--- src/rtl/sm4_key_sched_if.sv ---
// SM4 key schedule handshake bundle: key intake on one side,
// round-key stream on the other.
interface sm4_key_sched_if;
  logic [127:0] key_in;
  logic         mode;
  logic         in_valid;
  logic         in_ready;
  logic [31:0]  rk_out;
  logic [4:0]   rk_idx;
  logic         out_valid;
  logic         out_ready;

  modport master (
    output key_in,
    output mode,
    output in_valid,
    input  in_ready,
    input  rk_out,
    input  rk_idx,
    input  out_valid,
    output out_ready
  );

  modport slave (
    input  key_in,
    input  mode,
    input  in_valid,
    output in_ready,
    output rk_out,
    output rk_idx,
    output out_valid,
    input  out_ready
  );
endinterface

--- src/rtl/sm4_key_sched.sv ---
// SM4 key expansion: RPC rounds per clock into a 32-word store,
// then streamed out in encrypt or decrypt order.
module sm4_key_sched #(
  parameter int RPC = 1
) (
  input  logic           clk,
  input  logic           rst_n,
  input  logic           clear,
  sm4_key_sched_if.slave bus,
  output logic           busy
);

  localparam logic [1:0] IDLE   = 2'd0;
  localparam logic [1:0] EXPAND = 2'd1;
  localparam logic [1:0] STREAM = 2'd2;

  localparam logic [127:0] FK =
    128'hA3B1BAC6_56AA3350_677D9197_B27022DC;

  localparam logic [0:255][7:0] SBOX = {
    8'hD6, 8'h90, 8'hE9, 8'hFE, 8'hCC, 8'hE1, 8'h3D, 8'hB7,
    8'h16, 8'hB6, 8'h14, 8'hC2, 8'h28, 8'hFB, 8'h2C, 8'h05,
    8'h2B, 8'h67, 8'h9A, 8'h76, 8'h2A, 8'hBE, 8'h04, 8'hC3,
    8'hAA, 8'h44, 8'h13, 8'h26, 8'h49, 8'h86, 8'h06, 8'h99,
    8'h9C, 8'h42, 8'h50, 8'hF4, 8'h91, 8'hEF, 8'h98, 8'h7A,
    8'h33, 8'h54, 8'h0B, 8'h43, 8'hED, 8'hCF, 8'hAC, 8'h62,
    8'hE4, 8'hB3, 8'h1C, 8'hA9, 8'hC9, 8'h08, 8'hE8, 8'h95,
    8'h80, 8'hDF, 8'h94, 8'hFA, 8'h75, 8'h8F, 8'h3F, 8'hA6,
    8'h47, 8'h07, 8'hA7, 8'hFC, 8'hF3, 8'h73, 8'h17, 8'hBA,
    8'h83, 8'h59, 8'h3C, 8'h19, 8'hE6, 8'h85, 8'h4F, 8'hA8,
    8'h68, 8'h6B, 8'h81, 8'hB2, 8'h71, 8'h64, 8'hDA, 8'h8B,
    8'hF8, 8'hEB, 8'h0F, 8'h4B, 8'h70, 8'h56, 8'h9D, 8'h35,
    8'h1E, 8'h24, 8'h0E, 8'h5E, 8'h63, 8'h58, 8'hD1, 8'hA2,
    8'h25, 8'h22, 8'h7C, 8'h3B, 8'h01, 8'h21, 8'h78, 8'h87,
    8'hD4, 8'h00, 8'h46, 8'h57, 8'h9F, 8'hD3, 8'h27, 8'h52,
    8'h4C, 8'h36, 8'h02, 8'hE7, 8'hA0, 8'hC4, 8'hC8, 8'h9E,
    8'hEA, 8'hBF, 8'h8A, 8'hD2, 8'h40, 8'hC7, 8'h38, 8'hB5,
    8'hA3, 8'hF7, 8'hF2, 8'hCE, 8'hF9, 8'h61, 8'h15, 8'hA1,
    8'hE0, 8'hAE, 8'h5D, 8'hA4, 8'h9B, 8'h34, 8'h1A, 8'h55,
    8'hAD, 8'h93, 8'h32, 8'h30, 8'hF5, 8'h8C, 8'hB1, 8'hE3,
    8'h1D, 8'hF6, 8'hE2, 8'h2E, 8'h82, 8'h66, 8'hCA, 8'h60,
    8'hC0, 8'h29, 8'h23, 8'hAB, 8'h0D, 8'h53, 8'h4E, 8'h6F,
    8'hD5, 8'hDB, 8'h37, 8'h45, 8'hDE, 8'hFD, 8'h8E, 8'h2F,
    8'h03, 8'hFF, 8'h6A, 8'h72, 8'h6D, 8'h6C, 8'h5B, 8'h51,
    8'h8D, 8'h1B, 8'hAF, 8'h92, 8'hBB, 8'hDD, 8'hBC, 8'h7F,
    8'h11, 8'hD9, 8'h5C, 8'h41, 8'h1F, 8'h10, 8'h5A, 8'hD8,
    8'h0A, 8'hC1, 8'h31, 8'h88, 8'hA5, 8'hCD, 8'h7B, 8'hBD,
    8'h2D, 8'h74, 8'hD0, 8'h12, 8'hB8, 8'hE5, 8'hB4, 8'hB0,
    8'h89, 8'h69, 8'h97, 8'h4A, 8'h0C, 8'h96, 8'h77, 8'h7E,
    8'h65, 8'hB9, 8'hF1, 8'h09, 8'hC5, 8'h6E, 8'hC6, 8'h84,
    8'h18, 8'hF0, 8'h7D, 8'hEC, 8'h3A, 8'hDC, 8'h4D, 8'h20,
    8'h79, 8'hEE, 8'h5F, 8'h3E, 8'hD7, 8'hCB, 8'h39, 8'h48
  };

  logic [1:0]  state;
  logic [31:0] k [4];
  logic [4:0]  rnd;
  logic [4:0]  idx;
  logic        mode_q;
  logic [31:0] store [32];

  logic [31:0] w [4];
  logic [31:0] rk [RPC];
  logic        last_round;
  logic        last_beat;

  function automatic logic [31:0] ck(input logic [4:0] i);
    logic [31:0] c;
    logic [9:0]  p;
    c = '0;
    for (int j = 0; j < 4; j++) begin
      p = ({3'b000, i, 2'b00} + 10'(j)) * 10'd7;
      c[31-8*j -: 8] = p[7:0];
    end
    return c;
  endfunction

  function automatic logic [31:0] tp(input logic [31:0] x);
    logic [31:0] b;
    for (int j = 0; j < 4; j++)
      b[8*j +: 8] = SBOX[x[8*j +: 8]];
    return b ^ {b[18:0], b[31:19]} ^ {b[8:0], b[31:9]};
  endfunction

  // Window w slides forward one word per chained round.
  always_comb begin
    for (int j = 0; j < 4; j++)
      w[j] = k[j];
    for (int r = 0; r < RPC; r++) begin
      rk[r] = w[0] ^ tp(w[1] ^ w[2] ^ w[3] ^ ck(rnd + 5'(r)));
      w[0] = w[1];
      w[1] = w[2];
      w[2] = w[3];
      w[3] = rk[r];
    end
  end

  assign last_round = ({1'b0, rnd} + 6'(RPC)) == 6'd32;
  assign last_beat  = mode_q ? (idx == 5'd0) : (idx == 5'd31);

  always_ff @(posedge clk) begin
    if (!rst_n) begin
      state  <= IDLE;
      rnd    <= '0;
      idx    <= '0;
      mode_q <= 1'b0;
      for (int j = 0; j < 4; j++)
        k[j] <= '0;
    end else if (clear) begin
      state <= IDLE;
      rnd   <= '0;
      idx   <= '0;
    end else begin
      case (state)
        IDLE: begin
          if (bus.in_valid) begin
            for (int j = 0; j < 4; j++)
              k[j] <= bus.key_in[127-32*j -: 32]
                    ^ FK[127-32*j -: 32];
            mode_q <= bus.mode;
            rnd    <= '0;
            idx    <= bus.mode ? 5'd31 : 5'd0;
            state  <= EXPAND;
          end
        end
        EXPAND: begin
          for (int j = 0; j < 4; j++)
            k[j] <= w[j];
          rnd <= rnd + 5'(RPC);
          if (last_round)
            state <= STREAM;
        end
        STREAM: begin
          if (bus.out_ready) begin
            if (last_beat)
              state <= IDLE;
            else
              idx <= mode_q ? idx - 5'd1 : idx + 5'd1;
          end
        end
        default: state <= IDLE;
      endcase
    end
  end

  // Store needs no reset; it is fully rewritten before any read.
  always_ff @(posedge clk) begin
    if (state == EXPAND)
      for (int r = 0; r < RPC; r++)
        store[rnd + 5'(r)] <= rk[r];
  end

  assign bus.in_ready  = (state == IDLE);
  assign bus.out_valid = (state == STREAM);
  assign bus.rk_out    = bus.out_valid ? store[idx] : 32'd0;
  assign bus.rk_idx    = bus.out_valid ? idx : 5'd0;
  assign busy          = (state != IDLE);

endmodule

--- src/flat_wrapper.sv ---
// flat-port wrapper written by rule: the top's interface ports become plain ports
module sm4_key_sched_flat 
#(
  parameter int RPC = 1
)
  (clk, rst_n, clear, busy, bus_key_in, bus_mode, bus_in_valid, bus_in_ready, bus_rk_out, bus_rk_idx, bus_out_valid, bus_out_ready);
  sm4_key_sched_if bus_i ();
  input  logic clk;
  input  logic rst_n;
  input  logic clear;
  output logic busy;
  input wire logic [$bits(bus_i.key_in)-1:0] bus_key_in;
  input wire logic [$bits(bus_i.mode)-1:0] bus_mode;
  input wire logic [$bits(bus_i.in_valid)-1:0] bus_in_valid;
  output wire logic [$bits(bus_i.in_ready)-1:0] bus_in_ready;
  output wire logic [$bits(bus_i.rk_out)-1:0] bus_rk_out;
  output wire logic [$bits(bus_i.rk_idx)-1:0] bus_rk_idx;
  output wire logic [$bits(bus_i.out_valid)-1:0] bus_out_valid;
  input wire logic [$bits(bus_i.out_ready)-1:0] bus_out_ready;
  assign bus_i.key_in = bus_key_in;
  assign bus_i.mode = bus_mode;
  assign bus_i.in_valid = bus_in_valid;
  assign bus_in_ready = bus_i.in_ready;
  assign bus_rk_out = bus_i.rk_out;
  assign bus_rk_idx = bus_i.rk_idx;
  assign bus_out_valid = bus_i.out_valid;
  assign bus_i.out_ready = bus_out_ready;
  sm4_key_sched #(.RPC(RPC)) u_core (.clk(clk), .rst_n(rst_n), .clear(clear), .bus(bus_i), .busy(busy));
endmodule
--- config.mk ---
export PLATFORM = sky130hd
export DESIGN_NAME = sm4_key_sched_flat
export DESIGN_NICKNAME = d
export VERILOG_FILES = /design/src/rtl/sm4_key_sched_if.sv /design/src/rtl/sm4_key_sched.sv /design/src/flat_wrapper.sv
export SDC_FILE = /design/constraint.sdc
export NUM_CORES = 2
export LEC_CHECK = 0
export ABC_AREA = 1
export BUFFER_PORTS_ARGS = -buffer_cell sky130_fd_sc_hd__buf_2
export CAP_MARGIN = 40
export CORE_ASPECT_RATIO = 2
export CORE_MARGIN = 2
export CORE_UTILIZATION = 63
export DETAILED_ROUTE_END_ITERATION = 12
export GPL_TIMING_DRIVEN = 0
export PLACE_DENSITY = 0.81
export SLEW_MARGIN = 20
export SYNTH_ARGS = -nofsm -noshare
export SYNTH_HDL_FRONTEND = slang
export SYNTH_SLANG_ARGS = --single-unit
--- constraint.sdc ---
create_clock -name clk -period 5.35 [get_ports clk]
set_clock_uncertainty 0.2 [all_clocks]
set_input_delay 0.2675 -clock clk [delete_from_list [all_inputs] [get_ports clk]]
set_output_delay 0.2675 -clock clk [all_outputs]
set_load 0.005 [all_outputs]
==> results of run 1 <==
## metal layers
| metal | GRT usage, % | overflow |
|---|---|---|
| met5 | 32.1 | 6 |
| met4 | 82.7 | 379 |
| met3 | 67.5 | 24 |
| met2 | 93.8 | 458 |
| met1 | 77.5 | 12 |
## stage by stage
step,std cells,hold WS [ps],area [um^2]
after CTS,8857,20.7,71500
after floorplan,6991,180,62700
after global placement,8484,300,65200
after detailed placement,8550,327,66800
## cells in the mapped netlist (all sizes together), types with 49 or more instances
cell type / number / area share [%]
a21oi: 73 / 0.59
o221ai: 195 / 2.7
buf: 184 / 1.7
nor2: 753 / 4.6
nand2: 1860 / 11
clkbuf: 265 / 1.6
o21ai: 638 / 5.1
o22ai: 85 / 0.85
inv: 275 / 1.7
nand3: 1153 / 9.4
ha: 49 / 0.98
edfxtp: 1152 / 55
## repair_timing
| action | in CTS |
|---|---|
| hold buffers | 134 |
| endpoints found under the setup margin | 1068 |
| endpoints found under the hold margin | 134 |
| buffers inserted | 4 |
| resized for setup | 70 |
## logic make-up after synthesis
group | after synthesis | share of synthesized area (%)
xor+xnor | 53 | 0.764
compound gates | 1139 | 11.0
flops | 1170 | 55.7
simple gates | 3847 | 26.3
fa+ha+maj | 55 | 1.17
buf+inv | 727 | 4.96
==> results.cfg, run 1 <==
[run_status]
outcome = aborted with a tool error
stop_stage = 5_1_grt
tool.error = [ERROR GRT-0116] Global routing finished with congestion. Check the congestion regions in the DRC Viewer.

[grt]
grt_overflow = 879
grt_max_degree = 34
grt_use_total_pct = 79.6
grt_pass1_vias = 77700
grt_pass1_wl_um = 600000

[synth]
seq_area_frac_synth_pct = 55.7
synth_edf_count = 1152
synth.distinct_cells = 50
netlist_instances = 6991
synth_nets = 7180
async_flop_share_pct = 0
ys_seq_elements = 1170
syn_area_mm2 = 0.0627
yosys_warnings = 0
synth_area_per_cell_um2 = 8.97
synthFlopType = edfxtp_1

[floorplan]
rows = 163
die_w_um = 227
io_pins = 174
die_h_um = 450
start_util_pct = 63.5

[cts]
root_buffer = clkbuf_16
numCtsBuffers = 91
htreeDepth = 3
clock-sinks = 1170
clk_path_buf_depth = 3

[placement]
place_ws_ps = -894
port_buffers = 173
globalplace.congestion = 1.24
dp_hpwl_um = 222000
==> run 2, diff against run 1 <==
--- a/config.mk
+++ b/config.mk
@@ -8,12 +8,11 @@
 export ABC_AREA = 1
 export BUFFER_PORTS_ARGS = -buffer_cell sky130_fd_sc_hd__buf_2
 export CAP_MARGIN = 40
-export CORE_ASPECT_RATIO = 2
 export CORE_MARGIN = 2
-export CORE_UTILIZATION = 63
+export CORE_UTILIZATION = 40
 export DETAILED_ROUTE_END_ITERATION = 12
 export GPL_TIMING_DRIVEN = 0
-export PLACE_DENSITY = 0.81
+export PLACE_DENSITY_LB_ADDON = 0.15
 export SLEW_MARGIN = 20
 export SYNTH_ARGS = -nofsm -noshare
 export SYNTH_HDL_FRONTEND = slang
==> results.cfg, run 2 <==
[run_status]
outcome = finished clean

[hold_path]
min_path_cells = 6
hold_path_class = input pin to register

[synth]
ys_seq_elements = 1170
yosys.cell_count.top_type = nand2_1
async_flop_share_pct = 0
synth.distinct_cells = 50
synth_area_per_cell_um2 = 8.97
post-synth-top-area-cell = edfxtp_1
synthFlopType = edfxtp_1
netlist.area_leader.share_pct = 55.2
netlist_instances = 6991
synth_nets = 7180
seq_area_frac_synth_pct = 55.7
syn_area_mm2 = 0.0627
netlist_top_cells_count = nand2_1, edfxtp_1, nand3_1
synth_area_leaders = edfxtp_1, nand2_1, nand3_1
synth_edf_count = 1152
yosys_warnings = 0

[cts]
cts_tree = yes
clock_latency_ps = 750
clk_pin_slew_ps = 70
root_buffer = clkbuf_16
clk_path_buf_depth = 3
numCtsBuffers = 120
clock-sinks = 1170
htreeDepth = 3

[grt]
grt_busiest_layer = met2
grt_use_met1_pct = 54.2
grt_use_total_pct = 38.7
antenna_found_initial = 6
grtUsageMet3_pct = 7.11
grt_overflow = 0
grt_pass1_wl_um = 435000
grt_pass1_vias = 55600
globalRouteMet2Util_pct = 57.8
grt_max_degree = 34

[finish]
post-route-util_pct = 47.4
multi_input_area_mm2 = 0.0252
layout_common_cells = nand2_1, edfxtp_1, nand3_1
fillers = 15000
drive_above_1_share_pct = 11.6
final_common_cell = nand2_1
reg_top3 = u_core.store (1024), u_core.k (128)
top_register = u_core.store
design_area_mm2 = 0.0740
layout.nets = 7717
area_growth_syn_to_layout_pct = 18.0
register_area_mm2 = 0.0350
largest_reg_flops = 1024

[timing]
finalSetupViolations = 0
rsz0062_at_grt = false
timing.fmax_mhz = 190
slew_headroom_pct = 34.7
slew_violations = 0
final-hold-violation-count = 0
finalCritPeriodShare_pct = 98.5
worstMarginPinSlew_ps = 979
period_needed_ps = 5270

[power_and_ir_drop]
power_density_mw_per_mm2 = 452
p_leak_nw = 28.6
irDropWorstVdd_uv = 339

[critical_path]
crit_path_end_kind = register
crit_path_max_incr_delay_ps = 500
slowest_stage = ha_1
crit_fanout = 32
cp.required_ps = 5600
cpMostUsedCell = nand3_1
r2r_cells = 20
critical_path_class = register to register
crit_chain = inv_1 > nand2_1 > nand3_1 > nand2_1 > ha_1 > inv_1 > nand3_1 > inv_1 > nand2_1 > nand3_1 > nand3_1 > nand3_1 > nand3_1 > nand3_1 > nand2_1 > nand2_1 > nand2_1 > nand3_1 > nand2_1 > inv_4
worstPathArrival_ps = 5520
start_kind = register

[floorplan]
core_mm2 = 0.156
die_area_mm2 = 0.160
rows = 145
die_h_um = 400
io_pins = 174
die_w_um = 400
start_util_pct = 40.2

[routing]
vias_per_cell = 6.24
route.detailed.drc = 0
drt_first_pass_iters = 7
drtIter0Drc = 9578
wl_per_cell_um = 32.7
vias = 60500
routed_wl_um = 317000
postRouteAntennaNets = 0

[run]
drv_cap = 0

[placement]
globalplace.congestion = 1.07
place_area_mm2 = 0.0684
port_buffers = 173
dp_hpwl_um = 233000
run 2: worst paths after layout:
check	from	to	slack, ps
worst min-delay path	bus_out_ready	u_core.state[1]$_SDFFE_PP0P_	50
worst max-delay path	u_core.k[1][8]$_SDFFCE_PP0P_	u_core.store[4][31]$_DFFE_PP_	80
worst max register to register	u_core.k[1][8]$_SDFFCE_PP0P_	u_core.store[4][31]$_DFFE_PP_	80
worst min register to register	u_core.state[0]$_SDFFE_PP0P_	u_core.state[0]$_SDFFE_PP0P_	320
run 2: final cells by class:
type	instances	share of cell area, %
Timing Repair Buffer	415	5.64
Inverter	278	1.43
Tap cell	2058	3.48
Multi-Input combinational cell	5095	34.0
Antenna cell	3	0.0101
Sequential cell	1170	47.3
Clock inverter	83	1.08
Buffer	448	2.90
Clock buffer	143	4.18
run 2: logic make-up after synthesis:
| family | Yosys count | share of synthesized area, % |
|---|---|---|
| fa+ha+maj | 55 | 1.17 |
| simple gates | 3847 | 26.3 |
| flops | 1170 | 55.7 |
| xor+xnor | 53 | 0.764 |
| compound gates | 1139 | 11.0 |
| buf+inv | 727 | 4.96 |
run 2: metrics by stage:
| stage | total power (W) | instances | TNS [ps] | worst slack [ps] | hold WS (ps) |
|---|---|---|---|---|---|
| 6_report | 0.0334 | 9693 | 0 | 79.7 | 47.7 |
| 5_1_grt | 0.0343 | 9690 | 0 | 7.06 | 58.1 |
| 3_3_place_gp | 0.0239 | 9222 | -2166510 | -2560 | 301 |
| 3_5_place_dp | 0.0244 | 9323 | -1202930 | -1830 | 306 |
| 2_1_floorplan | 0.0185 | 6991 | 0 | 904 | 180 |
| 4_1_cts | 0.0329 | 9687 | 0 | 8.44 | 12.8 |
run 2: worst max-delay path, delay by kind of cell (launching register included):
family / cells / cell delay, ps
AND/OR/NAND/NOR: 15 / 2810
buffers and inverters: 4 / 1000
adder cells (fa/ha/maj): 1 / 500
flip-flops: 1 / 380
run 2: power by group:
group	internal, W	total, W	switching [W]
Combinational	0.00290	0.0127	0.00977
Clock	0.00462	0.00835	0.00372
Sequential	0.0123	0.0124	0.0000772
run 2: layer usage:
layer / vias up / routed length, um
met5: - / 54
met2: 4144 / 137000
met1: 29800 / 128000
met4: 2 / 17800
li1: 25800 / -
met3: 690 / 34900
run 2: timing repair:
item	4_1_cts	5_1_grt
pin swaps	2	1
hold endpoints to repair	133	0
gates cloned	1	0
endpoints found under the setup margin	1072	809
hold buffers	134	0
buffers inserted	4	2
resized for setup	67	40
Power figures use the tool's default switching activity.
